### config.mk
export PLATFORM = sky130hd
export DESIGN_NAME = gba_cart_rom_ctrl
export DESIGN_NICKNAME = d
export VERILOG_FILES = /design/src/rtl/gba_cart_rom_ctrl.sv
export SDC_FILE = /design/constraint.sdc
export NUM_CORES = 1
export LEC_CHECK = 0
export BUFFER_PORTS_ARGS = -buffer_cell sky130_fd_sc_hd__buf_2
export CAP_MARGIN = 0
export CELL_PAD_IN_SITES_DETAIL_PLACEMENT = 1
export CELL_PAD_IN_SITES_GLOBAL_PLACEMENT = 2
export CORE_ASPECT_RATIO = 1.25
export CORE_MARGIN = 2
export CORE_UTILIZATION = 41
export CTS_CLUSTER_DIAMETER = 200
export DETAILED_ROUTE_END_ITERATION = 10
export PLACE_DENSITY_LB_ADDON = 0.15
export SLEW_MARGIN = 20
export SYNTH_ARGS = -nofsm -noshare
export SYNTH_HDL_FRONTEND = slang
export SYNTH_SLANG_ARGS = --single-unit
### constraint.sdc
create_clock -name clk -period 3.4 [get_ports clk]
set_input_delay 0.34 -clock clk [delete_from_list [all_inputs] [get_ports clk]]
set_output_delay 0.34 -clock clk [all_outputs]
set_load 0.05 [all_outputs]
### src/rtl/gba_cart_rom_ctrl.sv
// gba_cart_rom_ctrl: GBA cartridge ROM responder with resynced pins, halfword prefetch and write capture.
module gba_cart_rom_ctrl #(
    parameter int ROM_AW   = 9,
    parameter int SYNC     = 3,
    parameter int OPEN_BUS = 1
) (
    input  logic              clk,
    input  logic              rst_n,
    input  logic              cart_cs_n,
    input  logic              cart_rd_n,
    input  logic              cart_wr_n,
    input  logic [7:0]        cart_ah,
    input  logic [15:0]       cart_ad_in,
    output logic [15:0]       cart_ad_out,
    output logic              cart_ad_oe,
    output logic [ROM_AW-1:0] mem_addr,
    output logic              mem_rd,
    input  logic [15:0]       mem_rdata,
    output logic              wr_valid,
    output logic [23:0]       wr_addr,
    output logic [15:0]       wr_data,
    input  logic              wr_ready,
    output logic              wr_overflow
);
    localparam logic [1:0] IDLE = 2'd0, ADDR = 2'd1, FETCH = 2'd2, READY = 2'd3;

    logic [SYNC-1:0]       cs_q, rd_q, wr_q;
    logic [SYNC-1:0][7:0]  ah_q;
    logic [SYNC-1:0][15:0] ad_q;
    logic [2:0]            gc_q;
    logic                  en, fcs_d, rcs_d, frd_d, rrd_d, rwr_d;
    logic                  fcs_q, rcs_q, frd_q, rrd_q, rwr_q;
    logic [1:0]            st_q, st_d;
    logic [23:0]           adr_q, adr_d, wa_q, wa_d;
    logic                  pq_q, pq_d, ld_q, inr;
    logic [15:0]           dat_q, dat_d, wd_q, wd_d;
    logic                  wv_q, wv_d, ov_q, ov_d;
    logic [7:0]            frc_q;

    // Edges are masked until the shifters have flushed their reset ones,
    // so a bus already active at reset release cannot look like a fresh edge.
    assign en    = gc_q == 3'(SYNC);
    assign fcs_d = en & cs_q[SYNC-1] & ~cs_q[SYNC-2];
    assign rcs_d = en & ~cs_q[SYNC-1] & cs_q[SYNC-2];
    assign frd_d = en & rd_q[SYNC-1] & ~rd_q[SYNC-2];
    assign rrd_d = en & ~rd_q[SYNC-1] & rd_q[SYNC-2];
    assign rwr_d = en & ~wr_q[SYNC-1] & wr_q[SYNC-2];
    assign inr   = adr_q[23:ROM_AW] == '0;

    always_comb begin
        st_d  = st_q;
        adr_d = adr_q;
        pq_d  = pq_q;
        if (rcs_q) begin
            st_d = IDLE;
            pq_d = 1'b0;
        end else if (st_q == IDLE) begin
            st_d = fcs_d ? ADDR : IDLE;
        end else if (fcs_q) begin
            adr_d = {ah_q[SYNC-1], ad_q[SYNC-1]};
            st_d  = FETCH;
            pq_d  = 1'b0;
        end else if (st_q == FETCH) begin
            st_d = READY;
            pq_d = pq_q | rrd_q | rwr_q;
        end else if (st_q == READY && (pq_q | rrd_q | rwr_q)) begin
            adr_d = adr_q + 24'd1;
            st_d  = FETCH;
            pq_d  = 1'b0;
        end
    end

    assign dat_d = ld_q ? mem_rdata
                 : (st_q == FETCH && !inr) ? ((OPEN_BUS != 0) ? adr_q[15:0] : 16'hFFFF)
                 : dat_q;

    always_comb begin
        wv_d = wv_q & ~wr_ready;
        wa_d = wa_q;
        wd_d = wd_q;
        ov_d = 1'b0;
        if (rwr_q && st_q != IDLE) begin
            if (!wv_q || wr_ready) begin
                wv_d = 1'b1;
                wa_d = adr_q;
                wd_d = ad_q[SYNC-1];
            end else begin
                ov_d = 1'b1;
            end
        end
    end

    always_ff @(posedge clk or negedge rst_n) begin
        if (!rst_n) begin
            cs_q  <= '1;
            rd_q  <= '1;
            wr_q  <= '1;
            ah_q  <= '1;
            ad_q  <= '1;
            gc_q  <= '0;
            fcs_q <= 1'b0;
            rcs_q <= 1'b0;
            frd_q <= 1'b0;
            rrd_q <= 1'b0;
            rwr_q <= 1'b0;
            st_q  <= IDLE;
            adr_q <= '0;
            pq_q  <= 1'b0;
            ld_q  <= 1'b0;
            dat_q <= '0;
            wv_q  <= 1'b0;
            wa_q  <= '0;
            wd_q  <= '0;
            ov_q  <= 1'b0;
            frc_q <= '0;
        end else begin
            cs_q  <= {cs_q[SYNC-2:0], cart_cs_n};
            rd_q  <= {rd_q[SYNC-2:0], cart_rd_n};
            wr_q  <= {wr_q[SYNC-2:0], cart_wr_n};
            ah_q  <= {ah_q[SYNC-2:0], cart_ah};
            ad_q  <= {ad_q[SYNC-2:0], cart_ad_in};
            gc_q  <= en ? gc_q : gc_q + 3'd1;
            fcs_q <= fcs_d;
            rcs_q <= rcs_d;
            frd_q <= frd_d;
            rrd_q <= rrd_d;
            rwr_q <= rwr_d;
            st_q  <= st_d;
            adr_q <= adr_d;
            pq_q  <= pq_d;
            ld_q  <= mem_rd;
            dat_q <= dat_d;
            wv_q  <= wv_d;
            wa_q  <= wa_d;
            wd_q  <= wd_d;
            ov_q  <= ov_d;
            frc_q <= frc_q + {7'd0, frd_q};
        end
    end

    assign cart_ad_out = dat_q;
    assign cart_ad_oe  = rst_n & ~cart_cs_n & ~cart_rd_n;
    assign mem_addr    = adr_q[ROM_AW-1:0];
    assign mem_rd      = st_q == FETCH && inr;
    assign wr_valid    = wv_q;
    assign wr_addr     = wa_q;
    assign wr_data     = wd_q;
    assign wr_overflow = ov_q;
endmodule

==> flow_metrics.py, run 1 <==
metrics = {
    "status": {
        "status": "finished clean",
    },
    "synth": {
        "yosysWarnings": 0,
        "seq_area_frac_synth_pct": 65.9,
        "synth_ff_type": "dfrtp_1",
        "synth_xor_area_share_pct": 0.130,
        "ys_ff_latch": 174,
        "syn_nets": 554,
        "netlist_area_um2": 6760,
        "syn_avg_cell_area_um2": 13.4,
        "synth_fa_ha_area_share_pct": 0.555,
        "async_flop_share_pct": 100,
        "synth_compound_area_share_pct": 10.3,
        "synth_edf_count": 0,
        "synthSimpleGateAreaFrac_pct": 9.60,
        "synth_top_family_by_area": "compound AO/OA/AOI/OAI gates",
        "synthCells": 505,
        "ys_types": 62,
        "synthMuxAreaShare_pct": 9.81,
    },
    "pwr": {
        "p_leak_nw": 3.50,
        "switching_power_mw": 3.02,
        "p_seq_share_pct": 41.7,
        "p_int_mw": 4.12,
        "power.total_mw": 7.14,
        "p_per_area_nw_per_um2": 861,
        "ir_worst_vdd_mv": 0.465,
        "pwr-share-comb_pct": 32.1,
        "swShare_pct": 42.3,
        "pwr-share-clk_pct": 26.2,
    },
    "timing": {
        "hold_slack_ns": 0.127,
        "worst_slack_ns": 1.03,
        "relSlewSlack_pct": 33.1,
        "finalCritPeriodShare_pct": 69.7,
        "drv_slew": 0,
        "worst_slew_pin_slew_ns": 1.00,
        "finalSetupTns_ns": 0,
        "fin_skew_ns": 0.00999,
        "setup_viol": 0,
        "hold_viol_final": 0,
        "fmax_mhz": 422,
        "finalCriticalPeriod_ns": 2.37,
        "rsz0062_at_grt": "no",
    },
    "detailed_routing": {
        "wire_per_inst_um": 17.7,
        "viasPerCell": 5.17,
        "dr.first_iter.drc_count": 195,
        "first_pass_iters": 4,
        "routed_wl_um": 15200,
        "drc_errors": 0,
        "dr_total_vias": 4432,
        "ant_nets": 0,
    },
    "floorplanning": {
        "core.rowCount": 52,
        "die_w_um": 119,
        "die_h_um": 148,
        "start_util_pct": 41.7,
        "core-area_um2": 16200,
        "die_area_um2": 17500,
        "ios": 115,
    },
    "clocking": {
        "cts_tree": "done",
        "cts_buffers": 17,
        "cts_resized": 0,
        "htree_levels": 4,
        "cts-root-buf": "clkbuf_16",
        "cts.sinks": 174,
        "cts.clk_slew.worst_paths_ns": 0.07,
        "clk_latency_ns": 0.43,
        "ctsLongestPathBuffers": 2,
    },
    "run": {
        "drv_cap": 0,
    },
    "worst_setup_path": {
        "worstPathRequired_ns": 3.06,
        "reg2reg_depth": 4,
        "rrSetupSlack_ns": 1.40,
        "cp.arrival_ns": 2.03,
        "start_kind": "flip-flop",
        "path_class": "flip-flop to output pin",
        "worst_r2r_startpoint": "st_q[1]",
        "end_kind": "output pin",
        "path_max_fanout": 11,
        "timing.rr.end": "adr_q[19]",
    },
    "finish": {
        "final_common_cell": "buf_2",
        "final_cell_mix": "buf_2, dfrtp_1, dfstp_2",
        "finalNonFillerCells": 858,
        "layout-drive-gt1-share_pct": 41.1,
        "antenna_cells": 0,
        "syn2layout_area_growth_pct": 22.6,
        "fin_nets": 678,
    },
    "min_path": {
        "hold-path-endpoint": "cart_ad_out[5]",
        "hp-start": "mem_rdata[5]",
        "hold_path_depth": 3,
        "holdCritPathClass": "input port to flip-flop",
    },
    "global_routing": {
        "grt_max_degree": 84,
        "antenna_found_initial": 0,
        "grtUsageTotal_pct": 18.6,
        "grt_first_pass_wirelength_um": 25300,
        "gr-total-overflow": 0,
        "first_global_vias": 4670,
    },
    "placed_design": {
        "port-buffer-count": 114,
        "pre_cts_slack_ns": 1.36,
        "dp_cells": 798,
        "dpl.hpwl_um": 10300,
        "place_congestion": 0.800,
    },
}
-- logic make-up after synthesis --
family | Yosys count
mux | 61
buf+inv | 47
compound gates | 98
flops | 174
xor+xnor | 1
simple gates | 121
fa+ha+maj | 3
-- worst max-delay path by stage --
stage | start | endpoint | slack, ns | depth (start not counted)
2_1_floorplan | adr_q[11] | mem_rd | 1.40 | 4
3_3_place_gp | adr_q[2] | adr_q[9] | 1.38 | 4
3_5_place_dp | adr_q[2] | adr_q[11] | 1.36 | 4
4_1_cts | adr_q[17] | mem_rd | 1.02 | 4
5_1_grt | adr_q[17] | mem_rd | 0.95 | 4
6_report | adr_q[17] | mem_rd | 1.03 | 4
-- synthesized netlist by cell type, drive strengths merged (4+ instances only) --
cell type	n	share of area, %
o311ai	5	0.76
a211oi	5	0.56
or3	5	0.46
and3	4	0.37
nand4	11	1.1
clkbuf	11	0.63
o21ai	34	2.6
dfstp	81	31
nand2	37	2.1
nand3	8	0.59
and4	5	0.68
buf	31	2.8
o211ai	6	0.67
nor3	9	0.74
dfrtp	93	34
o2bb2ai	5	0.65
nor4	4	0.65
and2	5	0.46
a21oi	17	1.3
mux2	42	7.0
mux2i	19	2.8
nor2	23	1.3
inv	5	0.28
-- power by group through the flow --
stage / Clock (mW) / Sequential [mW] / Combinational, mW
3_5_place_dp: 0 / 3.02 / 2.29
5_1_grt: 2.01 / 3.06 / 2.42
2_1_floorplan: 0 / 3.77 / 0.959
6_report: 1.87 / 2.97 / 2.29
3_3_place_gp: 0 / 2.99 / 2.25
4_1_cts: 1.92 / 2.98 / 2.32
-- routing by layer --
| metal | vias up | part of all wire [%] | track usage [%] |
|---|---|---|---|
| met5 | - | 0 | 0 |
| met4 | 0 | 2.0 | 7.62 |
| met3 | 21 | 4.5 | 3.86 |
| met2 | 118 | 47 | 29.6 |
| met1 | 2236 | 46 | 24.9 |
| li1 | 2057 | - | - |
-- critical path, cell delays in order (launching register included) --
cell	delay [ns]
dfrtp_1	0.52
nor4_2	0.46
nand4_1	0.15
nor2_1	0.18
buf_2	0.29
-- sequential cells by signal, indices dropped and copies added (netlist names) --
name	flops
wr_data	16
adr_q	24
rrd_q	1
fcs_q	1
rd_q	3
gc_q	3
cart_ad_out	16
ld_q	1
wr_overflow	1
ad_q	48
rwr_q	1
pq_q	1
wr_valid	1
cs_q	3
wr_q	3
st_q	2
wr_addr	24
ah_q	24
rcs_q	1
-- per-stage QoR --
| stage | utilization (%) | area, um2 |
|---|---|---|
| finish | 51.2 | 8290 |
| global route | 51.2 | 8290 |
| CTS | 51.2 | 8290 |
| detailed placement | 45.9 | 7430 |
| global placement | 45.9 | 7430 |
| floorplan | - | 6760 |
-- repair_timing --
item / 4_1_cts / 5_1_grt
buffers inserted: 0 / 0
endpoints found under the hold margin: 36 / 0
hold buffers: 28 / 0
-- area by class of cell --
cell class              count  area [um2]
multi-input cells         284        2060
flip-flops and latches    174        4460
repair buffers            147         907
fillers                  1700        7910
clock inverters            15         151
well taps                 216         270
inverters                   5        18.8
clock buffers              17         425
No activity file was read; power rests on OpenSTA's default activity.
==> inputs of run 2 (changes only) <==
--- a/config.mk
+++ b/config.mk
@@ -11,7 +11,7 @@
 export CELL_PAD_IN_SITES_GLOBAL_PLACEMENT = 2
 export CORE_ASPECT_RATIO = 1.25
 export CORE_MARGIN = 2
-export CORE_UTILIZATION = 41
+export CORE_UTILIZATION = 34
 export CTS_CLUSTER_DIAMETER = 200
 export DETAILED_ROUTE_END_ITERATION = 10
 export PLACE_DENSITY_LB_ADDON = 0.15
==> constraint.sdc (replaced) <==
create_clock -name clk -period 1.9 [get_ports clk]
set_input_delay 0.19 -clock clk [delete_from_list [all_inputs] [get_ports clk]]
set_output_delay 0.19 -clock clk [all_outputs]
set_load 0.05 [all_outputs]
==> flow_metrics.py, run 2 (synthesis gave the netlist of run 1 again) <==
metrics = {
    "detailed_routing": {
        "wire_per_inst_um": 17.1,
        "first_pass_iters": 4,
        "ant_nets": 0,
        "routed_wl_um": 16300,
        "dr.first_iter.drc_count": 150,
        "viasPerCell": 4.79,
        "dr_total_vias": 4572,
        "drc_errors": 0,
    },
    "finish": {
        "fin_nets": 725,
        "final_common_cell": "buf_2",
        "nFillCells": 2019,
        "final_cell_mix": "buf_2, dfrtp_1, dfstp_2",
        "antenna_cells": 0,
        "syn2layout_area_growth_pct": 31.0,
        "utilization_pct": 45.5,
        "layout-drive-gt1-share_pct": 43.5,
        "largest_reg_flops": 48,
        "final-seq-area_um2": 4460,
        "largest-register": "ad_q",
        "multi_input_area_um2": 2110,
    },
    "floorplanning": {
        "die_h_um": 162,
        "start_util_pct": 34.7,
        "ios": 115,
        "core.rowCount": 57,
        "die_area_um2": 21000,
        "core-area_um2": 19500,
        "die_w_um": 130,
    },
    "worst_setup_path": {
        "slowest_delay_ns": 0.46,
        "reg2reg_depth": 4,
        "worstPathRequired_ns": 1.71,
        "critPathTopFamily": "simple AND/OR/NAND/NOR gates",
        "cp.arrival_ns": 1.67,
        "slowest_stage": "dfrtp_2",
        "path_class": "flip-flop to output pin",
        "path_cells": "nor4_4, nand4_1, nor2_2, buf_6",
        "rrSetupSlack_ns": 0.16,
        "end_kind": "output pin",
        "worst_r2r_startpoint": "adr_q[9]",
        "start_kind": "flip-flop",
        "path_max_fanout": 4,
        "worst-path-buf-inv": 1,
        "timing.rr.end": "adr_q[22]",
    },
    "global_routing": {
        "grt_first_pass_wirelength_um": 26500,
        "grtUsageTotal_pct": 16.5,
        "first_global_vias": 4966,
        "grt_max_degree": 143,
        "antenna_found_initial": 0,
        "gr-total-overflow": 0,
    },
    "status": {
        "status": "finished clean",
    },
    "min_path": {
        "hold_path_depth": 3,
        "hold-path-endpoint": "wr_overflow",
        "holdCritPathClass": "input port to flip-flop",
        "hp-start": "wr_ready",
    },
    "run": {
        "drv_cap": 0,
    },
    "pwr": {
        "p_per_area_nw_per_um2": 1490,
        "ir_worst_vdd_mv": 0.684,
        "p_leak_nw": 3.76,
        "power.total_mw": 13.2,
    },
    "clocking": {
        "cts.sinks": 174,
        "ctsLongestPathBuffers": 2,
        "cts_buffers": 17,
        "cts-root-buf": "clkbuf_16",
        "clk_latency_ns": 0.43,
        "cts_tree": "done",
        "htree_levels": 4,
        "cts.clk_slew.worst_paths_ns": 0.07,
    },
    "timing": {
        "worst_slew_pin_slew_ns": 0.755,
        "finalCriticalPeriod_ns": 1.86,
        "rsz0062_at_grt": "yes",
        "drv_slew": 0,
        "setup_viol": 0,
        "relSlewSlack_pct": 49.7,
        "finalSetupTns_ns": 0,
        "fin_skew_ns": 0.0114,
        "hold_viol_final": 0,
        "finalCritPeriodShare_pct": 97.7,
        "fmax_mhz": 539,
        "hold_slack_ns": 0.0693,
    },
    "placed_design": {
        "dpl.hpwl_um": 11000,
        "place_congestion": 0.839,
        "port-buffer-count": 114,
    },
}
[run 2: cell types whose count changed in the layout (fill, tap and decap cells not counted), moves of 2 or more]
cell | before | now
buf_12 | 1 | 3
buf_4 | 4 | 33
clkbuf_16 | 17 | 20
clkinv_4 | 4 | 0
clkinv_8 | 2 | 0
dfrtp_1 | 93 | 90
dfrtp_2 | 0 | 3
dlygate4sd3_1 | 28 | 44
inv_6 | 1 | 5
inv_8 | 5 | 2
nor3_4 | 0 | 2
nor4_2 | 3 | 0
nor4_4 | 0 | 3
[run 2: routing by layer]
metal	vias to the layer above	part of all wire (%)	global-route usage, %	wire length, um
met5	-	0	0	0
met4	0	1.8	5.52	294
met3	21	4.2	3.85	692
met2	124	48	27.0	7890
met1	2285	46	21.4	7430
li1	2142	-	-	-
[run 2: power by group]
part	switching, mW	leakage (nW)	internal [mW]
logic	3.28	1.50	1.29
registers	0.640	1.96	4.54
clock network	1.50	0.298	1.98
total	5.42	3.76	7.81
[run 2: worst max path at each step]
stage / from / end / slack (ns) / depth (start not counted)
floorplan: adr_q[11] / ld_q / 0.04 / 4
global placement: rrd_q / adr_q[11] / 0.17 / 5
detailed placement: rrd_q / adr_q[11] / 0.12 / 5
CTS: adr_q[13] / mem_rd / 0.02 / 4
global route: adr_q[23] / mem_rd / -0.11 / 4
finish: adr_q[23] / mem_rd / 0.04 / 4
[run 2: repair_timing]
| item | 4_1_cts | 5_1_grt |
|---|---|---|
| hold buffers | 44 | 0 |
| hold endpoints to repair | 136 | 0 |
| pin swaps | 5 | 4 |
| setup endpoints to repair | 1 | 6 |
| resized for setup | 10 | 3 |
| buffers inserted | 5 | 2 |
[run 2: worst reg2reg max path, stage by stage, from the launching register on]
cell	delay [ns]
dfrtp_1	0.52
and3_1	0.31
nand4_2	0.22
or3_1	0.42
o211ai_1	0.19
[run 2: through the flow]
stage,area [um2],std cells,worst slack [ns]
2_1_floorplan,6760,505,0.0414
3_3_place_gp,7700,871,0.169
3_5_place_dp,7700,871,0.115
4_1_cts,8830,952,0.0246
5_1_grt,8860,954,-0.115
6_report,8860,954,0.0439
[run 2: area by class of cell]
type                    count  area share, %
repair buffers            194           15.0
inverters                   5          0.212
clock buffers              22           5.85
flip-flops and latches    174           50.3
clock inverters            10          0.946
multi-input cells         284           23.9
well taps                 265           3.74
==> inputs of run 3 (changes only) <==
==> constraint.sdc (replaced) <==
create_clock -name clk -period 1.9 [get_ports clk]
set_input_delay 0.285 -clock clk [delete_from_list [all_inputs] [get_ports clk]]
set_output_delay 0.285 -clock clk [all_outputs]
set_load 0.05 [all_outputs]
==> flow_metrics.py, run 3 (synthesis gave the netlist of run 1 again) <==
metrics = {
    "status": {
        "status": "finished, violations left",
        "failed_checks": "setup timing",
    },
    "global_routing": {
        "antenna_found_initial": 0,
        "grt_first_pass_wirelength_um": 27000,
        "grtUsageTotal_pct": 16.8,
        "gr-total-overflow": 0,
        "first_global_vias": 4872,
        "grt_max_degree": 147,
    },
    "placed_design": {
        "dp_cells": 879,
        "place_congestion": 0.816,
        "port-buffer-count": 114,
        "dpl.hpwl_um": 11400,
    },
    "worst_setup_path": {
        "critPathTopFamily": "simple AND/OR/NAND/NOR gates",
        "path_max_fanout": 6,
        "rrSetupSlack_ns": 0.11,
        "timing.rr.end": "adr_q[11]",
        "path_cells": "nor4_4, nand4_1, nor2_2, buf_6",
        "worstPathRequired_ns": 1.62,
        "worst_r2r_startpoint": "rrd_q",
        "path_class": "flip-flop to output pin",
        "start_kind": "flip-flop",
        "slowest_delay_ns": 0.47,
        "worst-path-buf-inv": 1,
        "slowest_stage": "dfrtp_2",
        "cp.arrival_ns": 1.67,
        "end_kind": "output pin",
        "reg2reg_depth": 5,
    },
    "clocking": {
        "htree_levels": 4,
        "cts.clk_slew.worst_paths_ns": 0.07,
        "cts_tree": "done",
        "cts.sinks": 174,
        "clk_latency_ns": 0.44,
        "ctsLongestPathBuffers": 2,
        "cts_buffers": 17,
        "cts-root-buf": "clkbuf_16",
    },
    "detailed_routing": {
        "drc_errors": 0,
        "routed_wl_um": 16700,
        "viasPerCell": 4.84,
        "wire_per_inst_um": 17.7,
        "dr_total_vias": 4565,
        "dr.first_iter.drc_count": 185,
        "first_pass_iters": 4,
        "ant_nets": 0,
    },
    "finish": {
        "syn2layout_area_growth_pct": 29.0,
        "multi_input_area_um2": 2100,
        "nFillCells": 2033,
        "final-seq-area_um2": 4460,
        "antenna_cells": 0,
        "fin_nets": 714,
        "layout-drive-gt1-share_pct": 45.1,
        "largest_reg_flops": 48,
        "final_cell_mix": "buf_2, dfrtp_1, dfstp_2",
        "final_common_cell": "buf_2",
        "finalNonFillerCells": 943,
        "utilization_pct": 44.8,
        "largest-register": "ad_q",
    },
    "timing": {
        "relSlewSlack_pct": 50.1,
        "rsz0062_at_grt": "yes",
        "hold_viol_final": 0,
        "setup_viol": 1,
        "fin_skew_ns": 0.0101,
        "worst_slack_ns": -0.0573,
        "drv_slew": 0,
        "worst_slew_pin_slew_ns": 0.749,
        "finalCritPeriodShare_pct": 103,
        "fmax_mhz": 511,
        "finalCriticalPeriod_ns": 1.96,
    },
    "floorplanning": {
        "die_h_um": 162,
        "ios": 115,
        "die_area_um2": 21000,
        "start_util_pct": 34.7,
        "core.rowCount": 57,
        "die_w_um": 130,
        "core-area_um2": 19500,
    },
    "min_path": {
        "hold-path-endpoint": "cart_ad_out[6]",
        "hold_path_depth": 3,
        "holdCritPathClass": "input port to flip-flop",
        "hp-start": "mem_rdata[6]",
    },
    "pwr": {
        "p_per_area_nw_per_um2": 1510,
        "power.total_mw": 13.2,
        "ir_worst_vdd_mv": 0.643,
        "p_leak_nw": 3.69,
    },
    "run": {
        "drv_cap": 0,
    },
}
==> run 3: cell count changes in the layout (fill, tap and decap cells not counted), sizes merged <==
cell / delta
buf: +5
clkbuf: -3
clkinv: +1
clkinvlp: +1
dlygate4sd3: -16
inv: +1
==> run 3: metrics by stage <==
stage | setup slack [ns] | hold WS [ns] | cell area (um2) | TNS [ns]
2_1_floorplan | 0.172 | -0.0106 | 6770 | 0
3_3_place_gp | 0.168 | 0.345 | 7790 | 0
3_5_place_dp | 0.0864 | 0.347 | 7790 | 0
4_1_cts | -0.105 | 0.0475 | 8720 | -0.105
5_1_grt | -0.149 | 0.0680 | 8720 | -0.203
6_report | -0.0573 | 0.0653 | 8720 | -0.0573
==> run 3: cell type report <==
class | count | share of cell area (%)
inverter | 5 | 0.215
timing repair buffer | 183 | 14.1
tap | 265 | 3.80
multi-input combinational | 284 | 24.1
clock inverter | 13 | 1.39
sequential | 174 | 51.1
clock buffer | 19 | 5.19
==> run 3: power breakdown <==
group          internal, mW  switching, mW
sequential             4.54          0.625
clock                  1.80           1.59
combinational          1.31           3.29
total                  7.65           5.50
==> run 3: worst max-delay path by stage <==
stage	startpoint	endpoint	slack, ns	depth (start not counted)
finish	adr_q[20]	mem_rd	-0.06	4
global route	adr_q[20]	mem_rd	-0.15	4
CTS	adr_q[16]	mem_rd	-0.11	4
detailed placement	rrd_q	adr_q[9]	0.09	5
global placement	adr_q[19]	mem_rd	0.17	4
floorplan	adr_q[11]	mem_rd	0.17	4
==> run 3: worst reg2reg max path, stage by stage (launching register included) <==
cell      delay, ns
dfrtp_1        0.41
o311ai_2       0.43
a21o_1         0.27
buf_4          0.28
a21oi_1        0.08
o22a_1         0.22
==> run 3: timing repair <==
item	in CTS	in global routing
setup buffers	4	0
hold buffers	28	0
resized for setup	10	1
pin swaps	4	1
endpoints found under the setup margin	1	3
hold endpoints to repair	43	0
==> run 3: layer usage <==
| metal | part of all wire [%] | vias to the layer above | track usage [%] |
|---|---|---|---|
| li1 | - | 2136 | - |
| met2 | 47 | 112 | 26.0 |
| met3 | 3.9 | 26 | 3.33 |
| met1 | 47 | 2291 | 23.3 |
| met5 | 0 | - | 0 |
| met4 | 2.3 | 0 | 6.94 |
